--- src/rtl/exc_commit_if.sv ---
// =============================================================================
// exc_commit_if : commit-stage bus (MEM-stage inputs, CP0 strobes, redirect)
// Rev 1.0
// =============================================================================
`default_nettype none

interface exc_commit_if #(
  parameter int EXC_W = 8
);
  // MEM-stage pipeline register side
  logic             ms_valid;
  logic [31:0]      ms_pc;
  logic             ms_bd;
  logic [EXC_W-1:0] ms_exc;
  logic [31:0]      ms_data_vaddr;
  logic             ms_eret;
  logic             ms_allowin;

  // cp0_regfile side
  logic             has_int;
  logic [31:0]      epc;
  logic             ex;
  logic [4:0]       excode;
  logic             bd;
  logic [31:0]      m2s_pc;
  logic [31:0]      badvaddr;
  logic             eret_flush;

  // pipeline control / fetch redirect
  logic             flush;
  logic             redirect_valid;
  logic [31:0]      redirect_pc;
  logic             redirect_ready;

  // master: pipeline, CP0 and fetch surrounding the commit stage
  modport master (
    output ms_valid, ms_pc, ms_bd, ms_exc, ms_data_vaddr, ms_eret,
    output has_int, epc, redirect_ready,
    input  ms_allowin, ex, excode, bd, m2s_pc, badvaddr, eret_flush,
    input  flush, redirect_valid, redirect_pc
  );

  // slave: the commit stage itself
  modport slave (
    input  ms_valid, ms_pc, ms_bd, ms_exc, ms_data_vaddr, ms_eret,
    input  has_int, epc, redirect_ready,
    output ms_allowin, ex, excode, bd, m2s_pc, badvaddr, eret_flush,
    output flush, redirect_valid, redirect_pc
  );
endinterface

`default_nettype wire

--- src/rtl/exc_commit.sv ---
// =============================================================================
// exc_commit : exception / ERET commit stage, CP0 write strobes and redirect
// Rev 1.0
// =============================================================================
`default_nettype none

module exc_commit #(
  parameter logic [31:0] EXC_VECTOR = 32'hBFC00380,
  parameter int          EXC_W      = 8
) (
  input  wire logic     clk,
  input  wire logic     resetn,
  exc_commit_if.slave   bus
);

  localparam logic [0:0] ST_IDLE  = 1'b0;
  localparam logic [0:0] ST_REDIR = 1'b1;

  localparam logic [4:0] C_EXC_INT  = 5'h00;
  localparam logic [4:0] C_EXC_ADEL = 5'h04;
  localparam logic [4:0] C_EXC_ADES = 5'h05;
  localparam logic [4:0] C_EXC_SYS  = 5'h08;
  localparam logic [4:0] C_EXC_BP   = 5'h09;
  localparam logic [4:0] C_EXC_RI   = 5'h0a;
  localparam logic [4:0] C_EXC_OV   = 5'h0c;

  logic [0:0]       state_q, state_d;
  logic [31:0]      redirect_pc_q, redirect_pc_d;

  logic [EXC_W-1:0] exc_vec;
  logic [6:0]       exc_flags;
  logic             unused_exc_hi;
  logic             can_commit;
  logic             exc_event;
  logic             eret_event;
  logic [4:0]       code_sel;
  logic [31:0]      badvaddr_sel;

  assign exc_vec       = bus.ms_exc;
  assign exc_flags     = exc_vec[6:0];
  assign unused_exc_hi = ^exc_vec[EXC_W-1:7];

  // Strobes are gated by resetn so nothing reaches CP0 while reset is held.
  assign can_commit = resetn && (state_q == ST_IDLE) && bus.ms_valid;
  assign exc_event  = can_commit && (bus.has_int || (|exc_flags));
  assign eret_event = can_commit && bus.ms_eret && !exc_event;

  // Priority order: interrupt first, then the flags from bit 0 upward.
  always_comb begin
    code_sel     = C_EXC_INT;
    badvaddr_sel = bus.ms_data_vaddr;
    if (bus.has_int) begin
      code_sel = C_EXC_INT;
    end else if (exc_flags[0]) begin
      code_sel     = C_EXC_ADEL;
      badvaddr_sel = bus.ms_pc;
    end else if (exc_flags[1]) begin
      code_sel = C_EXC_RI;
    end else if (exc_flags[2]) begin
      code_sel = C_EXC_OV;
    end else if (exc_flags[3]) begin
      code_sel = C_EXC_SYS;
    end else if (exc_flags[4]) begin
      code_sel = C_EXC_BP;
    end else if (exc_flags[5]) begin
      code_sel = C_EXC_ADEL;
    end else if (exc_flags[6]) begin
      code_sel = C_EXC_ADES;
    end
  end

  always_comb begin
    state_d       = state_q;
    redirect_pc_d = redirect_pc_q;
    case (state_q)
      ST_IDLE: begin
        if (exc_event) begin
          state_d       = ST_REDIR;
          redirect_pc_d = EXC_VECTOR;
        end else if (eret_event) begin
          state_d       = ST_REDIR;
          redirect_pc_d = bus.epc;
        end
      end
      ST_REDIR: begin
        if (bus.redirect_ready) begin
          state_d = ST_IDLE;
        end
      end
      default: begin
        state_d = ST_IDLE;
      end
    endcase
  end

  always_ff @(posedge clk or negedge resetn) begin
    if (!resetn) begin
      state_q       <= ST_IDLE;
      redirect_pc_q <= 32'h0;
    end else begin
      state_q       <= state_d;
      redirect_pc_q <= redirect_pc_d;
    end
  end

  assign bus.ex         = exc_event;
  assign bus.excode     = exc_event ? code_sel : 5'h00;
  assign bus.bd         = exc_event & bus.ms_bd;
  assign bus.m2s_pc     = exc_event ? bus.ms_pc : 32'h0;
  assign bus.badvaddr   = badvaddr_sel;
  assign bus.eret_flush = eret_event;
  assign bus.flush      = exc_event | eret_event;

  // Instructions arriving during REDIR are wrong-path and are held off.
  assign bus.ms_allowin     = (state_q == ST_IDLE);
  assign bus.redirect_valid = (state_q == ST_REDIR);
  assign bus.redirect_pc    = redirect_pc_q;

endmodule

`default_nettype wire

--- src/flat_wrapper.sv ---
// flat-port wrapper written by rule: the top's interface ports become plain ports
module exc_commit_flat 
#(
  parameter logic [31:0] EXC_VECTOR = 32'hBFC00380,
  parameter int          EXC_W      = 8
)
  (clk, resetn, bus_ms_valid, bus_ms_pc, bus_ms_bd, bus_ms_exc, bus_ms_data_vaddr, bus_ms_eret, bus_has_int, bus_epc, bus_redirect_ready, bus_ms_allowin, bus_ex, bus_excode, bus_bd, bus_m2s_pc, bus_badvaddr, bus_eret_flush, bus_flush, bus_redirect_valid, bus_redirect_pc);
  exc_commit_if #(.EXC_W(EXC_W)) bus_i ();
  input  wire logic clk;
  input  wire logic resetn;
  input wire logic [$bits(bus_i.ms_valid)-1:0] bus_ms_valid;
  input wire logic [$bits(bus_i.ms_pc)-1:0] bus_ms_pc;
  input wire logic [$bits(bus_i.ms_bd)-1:0] bus_ms_bd;
  input wire logic [$bits(bus_i.ms_exc)-1:0] bus_ms_exc;
  input wire logic [$bits(bus_i.ms_data_vaddr)-1:0] bus_ms_data_vaddr;
  input wire logic [$bits(bus_i.ms_eret)-1:0] bus_ms_eret;
  input wire logic [$bits(bus_i.has_int)-1:0] bus_has_int;
  input wire logic [$bits(bus_i.epc)-1:0] bus_epc;
  input wire logic [$bits(bus_i.redirect_ready)-1:0] bus_redirect_ready;
  output wire logic [$bits(bus_i.ms_allowin)-1:0] bus_ms_allowin;
  output wire logic [$bits(bus_i.ex)-1:0] bus_ex;
  output wire logic [$bits(bus_i.excode)-1:0] bus_excode;
  output wire logic [$bits(bus_i.bd)-1:0] bus_bd;
  output wire logic [$bits(bus_i.m2s_pc)-1:0] bus_m2s_pc;
  output wire logic [$bits(bus_i.badvaddr)-1:0] bus_badvaddr;
  output wire logic [$bits(bus_i.eret_flush)-1:0] bus_eret_flush;
  output wire logic [$bits(bus_i.flush)-1:0] bus_flush;
  output wire logic [$bits(bus_i.redirect_valid)-1:0] bus_redirect_valid;
  output wire logic [$bits(bus_i.redirect_pc)-1:0] bus_redirect_pc;
  assign bus_i.ms_valid = bus_ms_valid;
  assign bus_i.ms_pc = bus_ms_pc;
  assign bus_i.ms_bd = bus_ms_bd;
  assign bus_i.ms_exc = bus_ms_exc;
  assign bus_i.ms_data_vaddr = bus_ms_data_vaddr;
  assign bus_i.ms_eret = bus_ms_eret;
  assign bus_i.has_int = bus_has_int;
  assign bus_i.epc = bus_epc;
  assign bus_i.redirect_ready = bus_redirect_ready;
  assign bus_ms_allowin = bus_i.ms_allowin;
  assign bus_ex = bus_i.ex;
  assign bus_excode = bus_i.excode;
  assign bus_bd = bus_i.bd;
  assign bus_m2s_pc = bus_i.m2s_pc;
  assign bus_badvaddr = bus_i.badvaddr;
  assign bus_eret_flush = bus_i.eret_flush;
  assign bus_flush = bus_i.flush;
  assign bus_redirect_valid = bus_i.redirect_valid;
  assign bus_redirect_pc = bus_i.redirect_pc;
  exc_commit #(.EXC_VECTOR(EXC_VECTOR), .EXC_W(EXC_W)) u_core (.clk(clk), .resetn(resetn), .bus(bus_i));
endmodule
--- config.mk ---
export PLATFORM = sky130hd
export DESIGN_NAME = exc_commit_flat
export DESIGN_NICKNAME = d
export VERILOG_FILES = /design/src/rtl/exc_commit_if.sv /design/src/rtl/exc_commit.sv /design/src/flat_wrapper.sv
export SDC_FILE = /design/constraint.sdc
export NUM_CORES = 1
export LEC_CHECK = 0
export BUFFER_PORTS_ARGS = -buffer_cell sky130_fd_sc_hd__buf_4
export CAP_MARGIN = 20
export CORE_AREA = 2 2 84 86
export DETAILED_ROUTE_END_ITERATION = 12
export DIE_AREA = 0 0 86 88
export PLACE_DENSITY = 0.71
export SLEW_MARGIN = 20
export SYNTH_ARGS = -nofsm -noshare
export SYNTH_HDL_FRONTEND = slang
export SYNTH_SLANG_ARGS = --single-unit
--- constraint.sdc ---
create_clock -name clk -period 1.75 [get_ports clk]
set_clock_uncertainty 0.1 [all_clocks]
set_input_delay 0.2625 -clock clk [delete_from_list [all_inputs] [get_ports clk]]
set_output_delay 0.2625 -clock clk [all_outputs]
set_load 0.02 [all_outputs]
# After elaboration in Yosys (flattened, before gate mapping)
# Index checks and enable logic that the tools add are counted.
# totals
register_bits	33
latch_bits	0
mem_bits_rw	0
mem_bits_ro	0
elab_cells	33
mem_count	0
# op_classes
add_sub_neg	0
n_mul	0
div_mod_pow	0
magnitude_cmp	0
eq_ne	0
n_shift	0
muxes	18
n_bitwise	3
n_reduce_logical	10
# ops
operator	count
two-way mux 32 bit	5
two-way mux 5 bit	8
OR reduction 7 bit	1
logical AND 1 bit	5
two-way mux 1 bit	3
two-way mux 3 bit	1
case mux 1 bit (2 select lines)	1
AND reduction 2 bit	1
nonzero test 2 bit	1
bitwise AND 1 bit	1
zero test 1 bit	1
logical OR 1 bit	1
NOT 1 bit	1
bitwise OR 1 bit	1

# Depth between registers and ports, before layout
# logic_depth
word_depth	9
depth_mapped	6

# Worst setup path after synthesis
# OpenSTA, ideal clock, no wires.
# synth_timing
path_kind	flip-flop to output port
from	register u_core.state_q, in the netlist u_core.bus.redirect_valid
to	output bus_eret_flush
arrival_time_ns	1.796
t_required_ns	1.387
path_slack_ns	-0.408
stages_incl_launch_ff	7
n_path_buf	2
path_cell_list	dfrtp_1 > inv_1 > and3_1 > clkbuf_1 > clkbuf_1 > nand2_1 > nor2_1
# synth_between
elab_chain_cells	6
# synth_lines
element	line_no	rtl
start, declared	exc_commit.sv:27	logic [0:0] state_q, state_d;
start signal, assigned	exc_commit.sv:101	state_q <= state_d;
NOT 1 bit (no line) *	n/a	
net bus_ms_allowin	flat_wrapper.sv:20	output wire logic [$bits(bus_i.ms_allowin)-1:0] bus_ms_allowin;
logical AND 1 bit * (2 in series)	exc_commit.sv:44	assign can_commit = resetn && (state_q == ST_IDLE) && bus.ms_valid;
logical AND 1 bit	exc_commit.sv:45	assign exc_event = can_commit && (bus.has_int || (|exc_flags));
zero test 1 bit	exc_commit.sv:46	assign eret_event = can_commit && bus.ms_eret && !exc_event;
logical AND 1 bit *	exc_commit.sv:46	
end, declared	flat_wrapper.sv:26	output wire logic [$bits(bus_i.eret_flush)-1:0] bus_eret_flush;
# Mark *: on every way through the listed nets, which the timed path passes. The rest lies on a longest branch.

# Final worst setup path
# layout_timing
from	register u_core.state_q, in the netlist u_core.bus.redirect_valid
to	output bus_m2s_pc[19]
# layout_between
elab_chain_cells	5
# layout_lines
element	line_no	rtl
NOT 1 bit (no line)	n/a	
logical AND 1 bit (2 in series)	exc_commit.sv:44	
logical AND 1 bit	exc_commit.sv:45	
two-way mux 32 bit	exc_commit.sv:109	assign bus.m2s_pc = exc_event ? bus.ms_pc : 32'h0;
end, declared	flat_wrapper.sv:24	output wire logic [$bits(bus_i.m2s_pc)-1:0] bus_m2s_pc;
# Every way passes these cells.

==> reports/metrics.csv <==
stage,metric,value,unit
routing,drt_wl_total,8660,um
clock_network,cts_buffers,5,
timing,drv_slew,0,
status,violations,setup timing,
synthesis,syn_area,1970,sq um
synthesis,ys_warn_count,0,
die,num_rows,30,
critical_path,critPathSlowestCell,dfrtp_2,
grt,grt_max_degree,34,
synthesis,syn_area_per_cell,11.2,sq um
critical_path,cp_max_fo,22,
timing,rsz0062_at_grt,true,
routing,drtIter0Drc,31,
critical_path,r2r_start,u_core.bus.redirect_valid$_DFF_PN0_,
grt,gr-total-overflow,0,
die,die-area,7570,sq um
synthesis,synth.distinct_cells,25,
synthesis,async_flop_share,100,%
placement,dpl_cell_area,3770,sq um
clock_network,root_buffer,clkbuf_8,
power_and_ir_drop,p_int,0.00147,W
clock_network,cts.sinks,33,
timing,setup_slack,-71.4,ps
synthesis,synth_top_area_share,42.0,%
critical_path,cp_data_required_time,1390,ps
status,status,"finished, violations left",
synthesis,yosysTopAreaCell,dfrtp_1,
synthesis,ys.flop_type,dfrtp_1,
timing,period_minus_slack,1820,ps
grt,use_met1,22.0,%
cells_and_area,fin_nets,512,
grt,use_met3,11.4,%
critical_path,crit_path_end_kind,primary output,
power_and_ir_drop,ir_drop,0.305,mV
die,fp.dieH,88,um
clock_network,cts.path.max_buffers,2,
grt,grtUsageMet2,39.0,%
cells_and_area,synthToLayoutAreaGrowth,110,%
synthesis,synth_cells,176,
power_and_ir_drop,pwr-share-clk,26.7,%
cells_and_area,postLayoutCellArea,4130,sq um
placement,portBuffers,215,
placement,hpwl,6830,um
synthesis,synth_seq_cells,33,
run,max_cap_violations,0,
grt,grt_use_total,21.8,%
synthesis,synth_area_leaders,"dfrtp_1, mux2_2, and3_1",
die,die_w,86,um
clock_network,htreeDepth,2,
critical_path,crit_chain,inv_4 > and3_4 > buf_12 > and3_2 > buf_6,
synthesis,synth_fp_nets,287,
synthesis,ys_seq_area_share,42.0,%
die,coreArea,6640,sq um
critical_path,criticalPathCategory,reg2out,
power_and_ir_drop,switching_share,30.4,%
grt,antenna_found_initial,4,
timing,setup_viol_count_final,37,
timing,max_freq,549,MHz
clock_network,clk_latency,280,ps
placement,dp_slack,-122,ps
cells_and_area,fill_cells,567,
power_and_ir_drop,power.total,0.00211,W
routing,drc,0,
routing,post_drt_wl_per_cell,17.9,um
clock_network,clk_pin_slew,70,ps
routing,vias,2366,
power_and_ir_drop,p_leak,2.11,nW
timing,final.period_utilization,104,%
min_path,hold_start,bus_redirect_ready,
critical_path,cp-startpoint,u_core.bus.redirect_valid$_DFF_PN0_,
clock_network,cts_tree,yes,
min_path,hold_class,in2reg,
routing,via_per_inst,4.89,
timing,hold_violations,0,
grt,grt_pass1_wl,12700,um
grt,grt_pass1_vias,2417,
power_and_ir_drop,sequentialPowerShare,36.5,%
die,initial_core_util,29.6,%
grt,busiest_layer,met2,
routing,drtPass1Iterations,4,
placement,place.gp.congestion,0.764,
die,ioPinCount,218,
cells_and_area,drive_gt1_share,78.1,%
power_and_ir_drop,switchingPower,0.000642,W
critical_path,cp.arrival,1460,ps
critical_path,max_stage_delay,430,ps
power_and_ir_drop,comb_power_share,36.8,%
power_and_ir_drop,power.density,511,nW/um^2
routing,postRouteAntennaNets,0,
synthesis,synth_edf_count,0,
critical_path,critPathLaunchType,flip-flop,
==> cell type report <==
type | count | area (sq um) | area share [%]
sequential | 33 | 827 | 20.0
clock buffer | 5 | 68.8 | 1.67
tap | 80 | 100 | 2.42
multi-input combinational | 123 | 1130 | 27.5
inverter | 3 | 16.3 | 0.394
timing repair buffer | 235 | 1960 | 47.4
antenna | 2 | 5.00 | 0.121
clock inverter | 3 | 17.5 | 0.424
==> repair_timing <==
item / 4_1_cts / 5_1_grt
hold endpoints to repair: 33 / 0
buffers inserted: 3 / 3
resized for setup: 42 / 10
setup endpoints to repair: 40 / 40
pin swaps: 1 / 2
hold buffers: 1 / 0
==> layer usage <==
| layer | up-vias | share of wire, % |
|---|---|---|
| met5 | - | 0 |
| met4 | 0 | 1.8 |
| met3 | 14 | 14 |
| met2 | 131 | 51 |
| met1 | 1112 | 34 |
| li1 | 1109 | - |
==> final timing paths <==
check                                                          to  slack [ps]  cells past startpoint
min in group asynchronous  u_core.bus.redirect_pc[30]$_DFFE_PN0P_         300                      2
hold / removal                u_core.bus.redirect_valid$_DFF_PN0_          50                      2
setup reg to reg           u_core.bus.redirect_pc[19]$_DFFE_PN0P_         130                      6
hold reg to reg             u_core.bus.redirect_pc[4]$_DFFE_PN0P_         410                      1
setup / recovery                                   bus_m2s_pc[19]         -70                      5
max in group asynchronous  u_core.bus.redirect_pc[31]$_DFFE_PN0P_         630                      3
==> per-stage QoR <==
stage / instances / hold WS [ps] / TNS, ps / utilization, %
after global placement: 467 / -24.2 / -3110 / 56.8
after global routing: 483 / 45.4 / -4080 / 62.1
after detailed placement: 467 / -18.4 / -4550 / 56.8
after CTS: 479 / 41.9 / -2700 / 61.0
final: 484 / 47.3 / -2130 / 62.1
after floorplan: 176 / -133 / 0 / -
==> critical path, delay by kind of cell, from the launching register on <==
family                 cells  cell delay, ps
flip-flops                 1             430
AND/OR/NAND/NOR            2             410
buffers and inverters      3             330
==> cell usage in the layout (no fill, tap or decap) <==
cell type      netlist  layout
buf_4                1     191
buf_6                4      39
mux2_2              32      32
dfrtp_1             33      32
a22o_1              20      20
and3_2               0      18
o22a_1              12      12
and3_1              36      11
and3_4               1       8
clkbuf_8             0       5
nor2_1               7       3
nor2_4               0       3
buf_12               0       3
diode_2              0       2
inv_4                0       2
nand3_4              1       2
nor3_1               2       2
o21ai_0              2       2
clkinv_2             0       2
inv_1                2       1
nor2_2               0       1
nor4_4               1       1
o21bai_1             1       1
a211oi_2             0       1
nand2_4              0       1
nor2b_1              1       1
nand3_1              2       1
o21ai_4              1       1
nand3_2              1       1
conb_1               1       1
clkinvlp_4           0       1
dlygate4sd3_1        0       1
buf_8                0       1
dfrtp_2              0       1
==> registers in the layout, summed over array words and instances (netlist names) <==
name,flops
u_core.bus.redirect_pc,32
u_core.bus.redirect_valid,1
==> power by group through the flow <==
stage | clock network (W) | logic, W | registers, W
global route | 0.000609 | 0.000822 | 0.000770
detailed placement | 0 | 0.000715 | 0.000785
global placement | 0 | 0.000711 | 0.000785
floorplan | 0 | 0.000297 | 0.000790
finish | 0.000564 | 0.000775 | 0.000770
CTS | 0.000578 | 0.000758 | 0.000770
==> Yosys cell counts (all sizes together), types with 2 or more instances <==
library cell  count
and3             37
dfrtp            33
mux2             32
a22o             20
o22a             12
buf              10
clkbuf            7
nor2              7
nand3             4
inv               3
o21ai             3
nor3              2
==> cell families after synthesis <==
family / synth area share, %
other: 0.191
AO/OA/AOI/OAI: 16.3
buffers and inverters: 5.85
multiplexers: 18.3
flip-flops: 42.0
AND/OR/NAND/NOR: 17.4
Power figures use the tool's default switching activity.
